## src/rtl/bitstream_pkg.sv

```systemverilog
// Shared types and constants for the stochastic bitstream network.
package bitstream_pkg;

  typedef enum logic [1:0] {
    IDLE  = 2'd0,
    WARM  = 2'd1,
    COUNT = 2'd2,
    DONE  = 2'd3
  } state_e;

  localparam int DECODE_WIDTH = 8;

  // A zero-length warm-up still needs a 1-bit counter to keep ports legal.
  function automatic int warm_width(input int warmup);
    return (warmup < 1) ? 1 : $clog2(warmup + 1);
  endfunction

endpackage

```

## src/rtl/bitstream_decoder_if.sv

```systemverilog
// Handshake bundle between the bitstream decoder and its host or next layer.
interface bitstream_decoder_if import bitstream_pkg::*; #(
  parameter int WIDTH = DECODE_WIDTH
);
  logic           x;
  logic           start;
  logic           abort;
  logic           ready;
  logic           busy;
  logic           valid;
  logic [WIDTH:0] value;

  modport master (output x, start, abort, ready, input busy, valid, value);
  modport slave  (input x, start, abort, ready, output busy, valid, value);
endinterface

```

## src/rtl/window_counter.sv

```systemverilog
// WIDTH+1-bit sample counter with clear/enable and a terminal flag at 2**WIDTH-1.
module window_counter #(
  parameter int WIDTH = 8
) (
  input  logic clk,
  input  logic n_rst,
  input  logic clr_i,
  input  logic en_i,
  output logic tc_o
);
  localparam logic [WIDTH:0] CNT_ONE  = {{WIDTH{1'b0}}, 1'b1};
  localparam logic [WIDTH:0] CNT_LAST = {1'b0, {WIDTH{1'b1}}};

  logic [WIDTH:0] count_q;
  logic [WIDTH:0] count_d;

  always_comb begin
    count_d = count_q;
    if (clr_i) begin
      count_d = '0;
    end else if (en_i) begin
      count_d = count_q + CNT_ONE;
    end else begin
      count_d = count_q;
    end
  end

  always_ff @(posedge clk or negedge n_rst) begin
    if (!n_rst) begin
      count_q <= '0;
    end else begin
      count_q <= count_d;
    end
  end

  assign tc_o = (count_q == CNT_LAST);
endmodule

```

## src/rtl/bitstream_decoder.sv

```systemverilog
// Counts ones on a unipolar bitstream over a 2**WIDTH window after a warm-up
// period and hands the count out over a valid/ready handshake.
module bitstream_decoder import bitstream_pkg::*; #(
  parameter int WIDTH  = DECODE_WIDTH,
  parameter int WARMUP = 16
) (
  input logic                clk,
  input logic                n_rst,
  bitstream_decoder_if.slave bus
);
  localparam int                WARM_W    = warm_width(WARMUP);
  localparam logic [WARM_W-1:0] WARM_LAST = WARM_W'((WARMUP > 0) ? (WARMUP - 1) : 0);
  localparam logic [WARM_W-1:0] WARM_ONE  = WARM_W'(1);

  state_e            state_q;
  state_e            state_d;
  logic [WARM_W-1:0] warm_q;
  logic [WARM_W-1:0] warm_d;
  logic [WIDTH:0]    ones_q;
  logic [WIDTH:0]    ones_d;
  logic [WIDTH:0]    value_q;
  logic [WIDTH:0]    value_d;
  logic [WIDTH:0]    x_ext_s;
  logic              win_clr_s;
  logic              win_en_s;
  logic              win_tc_s;

  assign x_ext_s = {{WIDTH{1'b0}}, bus.x};

  window_counter #(.WIDTH(WIDTH)) u_window (
    .clk   (clk),
    .n_rst (n_rst),
    .clr_i (win_clr_s),
    .en_i  (win_en_s),
    .tc_o  (win_tc_s)
  );

  // Abort overrides every state; value is only ever written on the final sample.
  always_comb begin
    state_d   = state_q;
    warm_d    = warm_q;
    ones_d    = ones_q;
    value_d   = value_q;
    win_clr_s = 1'b0;
    win_en_s  = 1'b0;
    if (bus.abort) begin
      state_d   = IDLE;
      warm_d    = '0;
      ones_d    = '0;
      win_clr_s = 1'b1;
    end else begin
      case (state_q)
        IDLE: begin
          if (bus.start) begin
            state_d   = (WARMUP == 0) ? COUNT : WARM;
            warm_d    = '0;
            ones_d    = '0;
            win_clr_s = 1'b1;
          end else begin
            state_d = IDLE;
          end
        end
        WARM: begin
          if (warm_q == WARM_LAST) begin
            state_d = COUNT;
            warm_d  = '0;
          end else begin
            warm_d = warm_q + WARM_ONE;
          end
        end
        COUNT: begin
          win_en_s = 1'b1;
          ones_d   = ones_q + x_ext_s;
          if (win_tc_s) begin
            state_d = DONE;
            value_d = ones_q + x_ext_s;
          end else begin
            state_d = COUNT;
          end
        end
        DONE: begin
          if (bus.ready) begin
            state_d = IDLE;
          end else begin
            state_d = DONE;
          end
        end
        default: begin
          state_d = IDLE;
        end
      endcase
    end
  end

  // State and datapath registers.
  always_ff @(posedge clk or negedge n_rst) begin
    if (!n_rst) begin
      state_q <= IDLE;
      warm_q  <= '0;
      ones_q  <= '0;
      value_q <= '0;
    end else begin
      state_q <= state_d;
      warm_q  <= warm_d;
      ones_q  <= ones_d;
      value_q <= value_d;
    end
  end

  assign bus.busy  = (state_q == WARM) || (state_q == COUNT);
  assign bus.valid = (state_q == DONE);
  assign bus.value = value_q;
endmodule
```

## src/flat_wrapper.sv

```systemverilog
// flat-port wrapper written by rule: the top's interface ports become plain ports
module bitstream_decoder_flat import bitstream_pkg::*;
#(
  parameter int WIDTH  = DECODE_WIDTH,
  parameter int WARMUP = 16
)
  (clk, n_rst, bus_x, bus_start, bus_abort, bus_ready, bus_busy, bus_valid, bus_value);
  bitstream_decoder_if #(.WIDTH(WIDTH)) bus_i ();
  input logic clk;
  input logic n_rst;
  input wire logic [$bits(bus_i.x)-1:0] bus_x;
  input wire logic [$bits(bus_i.start)-1:0] bus_start;
  input wire logic [$bits(bus_i.abort)-1:0] bus_abort;
  input wire logic [$bits(bus_i.ready)-1:0] bus_ready;
  output wire logic [$bits(bus_i.busy)-1:0] bus_busy;
  output wire logic [$bits(bus_i.valid)-1:0] bus_valid;
  output wire logic [$bits(bus_i.value)-1:0] bus_value;
  assign bus_i.x = bus_x;
  assign bus_i.start = bus_start;
  assign bus_i.abort = bus_abort;
  assign bus_i.ready = bus_ready;
  assign bus_busy = bus_i.busy;
  assign bus_valid = bus_i.valid;
  assign bus_value = bus_i.value;
  bitstream_decoder #(.WIDTH(WIDTH), .WARMUP(WARMUP)) u_core (.clk(clk), .n_rst(n_rst), .bus(bus_i));
endmodule
```

## config.mk

```make
export PLATFORM = sky130hd
export DESIGN_NAME = bitstream_decoder_flat
export DESIGN_NICKNAME = d
export VERILOG_FILES = /design/src/rtl/bitstream_pkg.sv /design/src/rtl/bitstream_decoder_if.sv /design/src/rtl/window_counter.sv /design/src/rtl/bitstream_decoder.sv /design/src/flat_wrapper.sv
export SDC_FILE = /design/constraint.sdc
export NUM_CORES = 1
export LEC_CHECK = 0
export CORE_ASPECT_RATIO = 1.4
export CORE_MARGIN = 4
export CORE_UTILIZATION = 45
export DETAILED_ROUTE_END_ITERATION = 7
export GPL_ROUTABILITY_DRIVEN = 0
export PLACE_DENSITY = 0.68
export SLEW_MARGIN = 20
export SYNTH_ARGS = -nofsm -noshare
export SYNTH_HDL_FRONTEND = slang
export SYNTH_HIERARCHICAL = 1
export SYNTH_SLANG_ARGS = --single-unit
```

## constraint.sdc

```tcl
create_clock -name clk -period 2.5 [get_ports clk]
set_input_delay 0.375 -clock clk [delete_from_list [all_inputs] [get_ports clk]]
set_output_delay 0.375 -clock clk [all_outputs]
set_load 0.005 [all_outputs]
```

-- Word-level counts from Yosys, hierarchy flattened
Cells that the tools add are included.
Widths: inputs -> output; s select.
- bitwise operators: 1
- mux-type cells: 20
- reductions and logical operators: 8
- equal/unequal tests: 7
- add/subtract/negate cells: 3
- operator list (cell ; number):
    $mux 9 ; 4
    $pmux 9 s2 ; 1
    $mux 5 ; 3
    $pmux 5 s2 ; 1
    $add 9x1->9 ; 1
    $add 9x1->9 const B ; 1
    $eq 9x8->1 const B ; 1
    $pmux 2 s4 ; 1
    $mux 1 ; 7
    $mux 2 ; 3
    $reduce_bool 3->1 ; 2
    $add 5x1->5 const B ; 1
    $eq 5x4->1 const B ; 1
    $eq 2x2->1 const B ; 2
    $reduce_and 2->1 ; 2
    $ne 3x2->1 const B ; 1
    $ne 3x3->1 const B ; 1
    $reduce_and 3->1 ; 1
    $eq 2x1->1 const B ; 1
    $logic_not 2->1 ; 1
    $reduce_bool 2->1 ; 1
    $logic_or 1x1->1 ; 1
    $not 1->1 ; 1
- input port bits: 6
- register bits after elaboration: 34
- output and inout port bits: 11
- logic and storage cells: 44

-- Logic depth before layout (Yosys ltp)
- word-level depth: 5
- mapped depth: 8
- depth with buffers taken out: 8

-- Hierarchy
The synthesis kept the hierarchy.
- modules (own cells, without submodules) (module ; area an instance (sq um) ; cells each ; times used ; seq. area each (sq um)):
    bitstream_decoder ; 1388.8 ; 142 ; 1 ; 625.6
    window_counter ; 444.2 ; 44 ; 1 ; 225.2

-- Worst setup path before layout
OpenSTA, ideal clock, no wires.
- kind: register to register
- from: register u_core.state_q[0]
- to: register u_core.u_window.count_q[5]
- buffers on the path: 1
- data required time: 2422 ps
- setup slack: 777 ps
- data arrival time: 1646 ps
- clock period less this slack: 1723 ps
- setup time: 78 ps
- stages on the path, launching flop included: 9
- path through: dfrtp_1 -> inv_1 -> ha_1 -> nand2b_4 -> inv_1 -> buf_6 -> nand4_2 -> or3_1 -> a21oi_1
- longest elaborated chain between the ends: 4
- elaborated cells between the ends (all ways): 8
- those cells by class: eq/ne: 1; mux: 5; reduce/logical: 2
- RTL lines (element ; line ; text):
    start: declaration ; bitstream_decoder.sv:15 ; state_e state_q;
    start signal: assignment ; bitstream_decoder.sv:103 ; state_q <= state_d;
    $eq 2x2->1 ; bitstream_decoder.sv:52 ; case (state_q)
    $mux 1 ; bitstream_decoder.sv:52 ;
    $mux 1 ; bitstream_decoder.sv:46 ; if (bus.abort) begin
    named net u_core.win_en_s ; bitstream_decoder.sv:25 ; logic win_en_s;
    $reduce_bool 2->1 (no source line) ; - ;
    end signal: assignment ; window_counter.sv:32 ; count_q <= count_d;
    end: declaration ; window_counter.sv:14 ; logic [WIDTH:0] count_q;
The timed path passes the listed nets, and every way through them passes these cells.
A chain may end at the register's enable or synchronous reset.

-- Worst setup path in the final report
- from: register u_core.state_q[0]
- to: output port bus_busy
- longest elaborated chain between the ends: 2
- elaborated cells between the ends (all ways): 3
- those cells by class: eq/ne: 2; reduce/logical: 1
- RTL lines (element ; line ; text):
    $eq 2x1->1 or $eq 2x2->1 (tied branches) ; bitstream_decoder.sv:110 ; assign bus.busy = (state_q == WARM) || (state_q == COUNT);
    $logic_or 1x1->1 (*) ; bitstream_decoder.sv:110 ;
    end: declaration ; flat_wrapper.sv:15 ; output wire logic [$bits(bus_i.busy)-1:0] bus_busy;
Mark *: on every way between the ends. The rest lies on a longest branch, timed or not.

==> flow_summary_export.csv <==
group,metric,value,unit
global_route,grt_pass1_wl,6196,um
cts,clockBufferDepth,2,
cts,numCtsBuffers,5,
power,ir_worst_vdd,446.3,uV
power,pwr-share-clk,34.1,%
global_route,grt_use_total,15.56,%
sta,tightestPinTransition,432.6,ps
worst_setup_path,critPathKind,"flop to output pin",
floorplanning,die-area,5173,um2
sta,period_minus_slack,2123,ps
sta,rsz0062_at_grt,"false",
worst_setup_path,critPathCaptureType,"output pin",
power,intPower,1.007,mW
drt,wl_per_cell,13.86,um
power,p_sw_share,29.27,%
finish,layout-drive-gt1-share,10.19,%
worst_setup_path,start_kind,"flop",
power,switchingPower,0.4165,mW
logic_synthesis,synth_cell_types,49,
sta,hold_violations,0,
logic_synthesis,yosysSeqAreaShare,46.42,%
finish,layout.nets,220,
worst_setup_path,required,2120,ps
worst_hold_path,hp-class,"flop to flop",
power,p_per_area,665.9,nW/um2
global_route,grt_pass1_vias,1388,
worst_setup_path,cp_data_arrival_time,1750,ps
flow_run,drv_cap,0,
logic_synthesis,synthFlopType,"dfrtp_1",
cts,htreeDepth,2,
worst_setup_path,crit_buf_inv,2,
drt,drt_iter0_drc,77,
drt,vias,1409,
logic_synthesis,synthesis.nets,201,
power,p_seq_share,43.2,%
finish,antenna_cells,0,
floorplanning,coreArea,3919,um2
floorplanning,rows,27,
cts,ctsRootBufferMaster,"clkbuf_8",
cts,clk_pin_slew,70,ps
finish,n_fill_cell,358,
sta,fin_worst_skew,7.357,ps
global_route,antenna_found_initial,0,
cts,postCtsHoldBufs,0,
floorplanning,die_h,83.52,um
power,power_leakage,0.9303,nW
place,dp_hpwl,2580,um
sta,fin_crit_sh,84.94,%
worst_setup_path,crit_family,"buffers and inverters",
place,portBuffers,16,
floorplanning,io_pins,17,
logic_synthesis,synth.cell_area,1833,um2
logic_synthesis,synth_warnings,6,
logic_synthesis,synth_area_per_cell,9.855,um2
logic_synthesis,synth_edf_count,0,
floorplanning,die_x,61.94,um
logic_synthesis,async_flop_share,100.0,%
cts,ctsResizeCount,0,
cts,cts_tree,"built",
global_route,gr-total-overflow,0,
drt,drc,0,
cts,clk_latency,280,ps
cts,cts.sinks,34,
worst_setup_path,max_stage_delay,530,ps
worst_setup_path,critPathSlowestCell,"dfrtp_1",
finish,area_growth,16.59,%
logic_synthesis,synth_cells,186,
sta,whs,475.5,ps
worst_setup_path,cp_max_fo,8,
cts,post_cts_buffers,0,
drt,via_per_inst,5.659,
floorplanning,start_util,46.78,%
sta,max_freq,470.9,MHz
sta,fin_tns_setup,0,ps
drt,drtAntennaViolNets,0,
sta,setup_viol,0,
power,comb_power_share,22.7,%
logic_synthesis,synth_seq_cells,34,
global_route,grt_max_degree,35,
sta,slew_headroom,71.16,%
run_status,run_status,"completed",
drt,first_pass_iters,4,
sta,slew_viol_final,0,
worst_setup_path,cp_cell_sequence,"inv_1 > ha_1 > clkdlybuf4s50_1",
drt,wirelength,3451,um
[layout by cell type (no fill, tap or decap), types with 5 or more instances in the layout]
master / Yosys / routed
a21oi_1: 9 / 9
clkbuf_8: 0 / 5
clkdlybuf4s50_1: 0 / 16
dfrtp_1: 34 / 34
ha_1: 9 / 9
inv_1: 6 / 6
nand2_1: 26 / 26
nand3_1: 10 / 10
nor2_1: 9 / 9
o21ai_0: 13 / 13
xor2_1: 7 / 7
[sequential cells by signal, summed over array words and instances (netlist names)]
| register | flops |
|---|---|
| u_core/bus.value | 9 |
| u_core/ones_q | 9 |
| u_core/state_q | 2 |
| u_core/u_window/count_q | 9 |
| u_core/warm_q | 5 |
[power by group through the flow]
stage | Combinational (mW) | Clock (mW) | Sequential, mW
finish | 0.323 | 0.485 | 0.615
global route | 0.374 | 0.532 | 0.621
CTS | 0.325 | 0.505 | 0.615
detailed placement | 0.323 | 0 | 0.626
global placement | 0.310 | 0 | 0.623
floorplan | 0.229 | 0 | 0.616
[Yosys cell counts (all sizes together), types with 3 or more instances]
master	count	area, um2
a31oi	3	18.77
ha	9	112.6
dfrtp	34	850.8
nand2	26	97.59
nor3	6	46.30
o211ai	3	27.52
xnor2	4	35.03
nand4	4	37.53
inv	6	22.52
buf	5	31.28
or3	3	18.77
xor2	7	61.31
a21oi	9	45.04
o21ai	16	83.83
nand2b	3	26.27
nor2	9	33.78
nand3	10	50.05
[routing by layer]
metal	wire [um]	GRT usage, %	share of wire [%]
met5	0	0	0
met4	87	7.722	2.5
met3	138	4.334	4.0
met2	1802	25.09	52
met1	1423	18.01	41
[cells by family after synthesis]
group	after synthesis	share of synthesized area, %
AND/OR/NAND/NOR	74	22.73
XOR/XNOR	11	5.256
adder cells (fa/ha/maj)	9	6.143
buffers and inverters	13	3.345
flip-flops	34	46.42
multiplexers	3	1.706
AO/OA/AOI/OAI	42	14.40
[worst register-to-register path, delay by kind of cell (launching register included)]
| kind | cells | cell delay (ps) |
|---|---|---|
| and+or+nand+nor | 3 | 660 |
| DFF | 1 | 490 |
| buffers and inverters | 2 | 390 |
| adders and majority gates | 1 | 270 |
| AOI/OAI and AO/OA | 1 | 160 |
[final timing paths]
path	from	endpoint	slack (ps)	depth (start not counted)
max reg2reg	u_core/state_q[0]	u_core/u_window/count_q[7]	440	7
min reg2reg	u_core/bus.value[4]	u_core/bus.value[4]	480	2
min	u_core/bus.value[4]	u_core/bus.value[4]	480	2
min in group asynchronous	n_rst	u_core/bus.value[5]	500	2
max	u_core/state_q[0]	bus_busy	380	3
max in group asynchronous	n_rst	u_core/u_window/count_q[0]	1690	2
[final cells by class]
class / count / area, um2 / share of cell area [%]
clock inverter: 1 / 30.03 / 1.405
sequential: 34 / 850.8 / 39.81
timing repair buffer: 19 / 182.7 / 8.548
inverter: 6 / 22.52 / 1.054
tap: 43 / 53.80 / 2.518
multi-input combinational: 139 / 920.9 / 43.09
clock buffer: 7 / 76.32 / 3.571
[through the flow]
| stage | cell area, um2 | setup WS, ps | cells | util, % | power [mW] |
|---|---|---|---|---|---|
| after detailed placement | 2031 | 281.6 | 241 | 51.82 | 0.9484 |
| after global placement | 2031 | 423.0 | 241 | 51.82 | 0.9324 |
| after global routing | 2137 | 272.8 | 249 | 54.53 | 1.528 |
| after CTS | 2137 | 346.3 | 249 | 54.53 | 1.446 |
| after floorplan | 1833 | 776.6 | 186 | - | 0.8457 |
| final | 2137 | 376.5 | 249 | 54.53 | 1.423 |
Note: power is estimated with default switching activity, not from simulation.
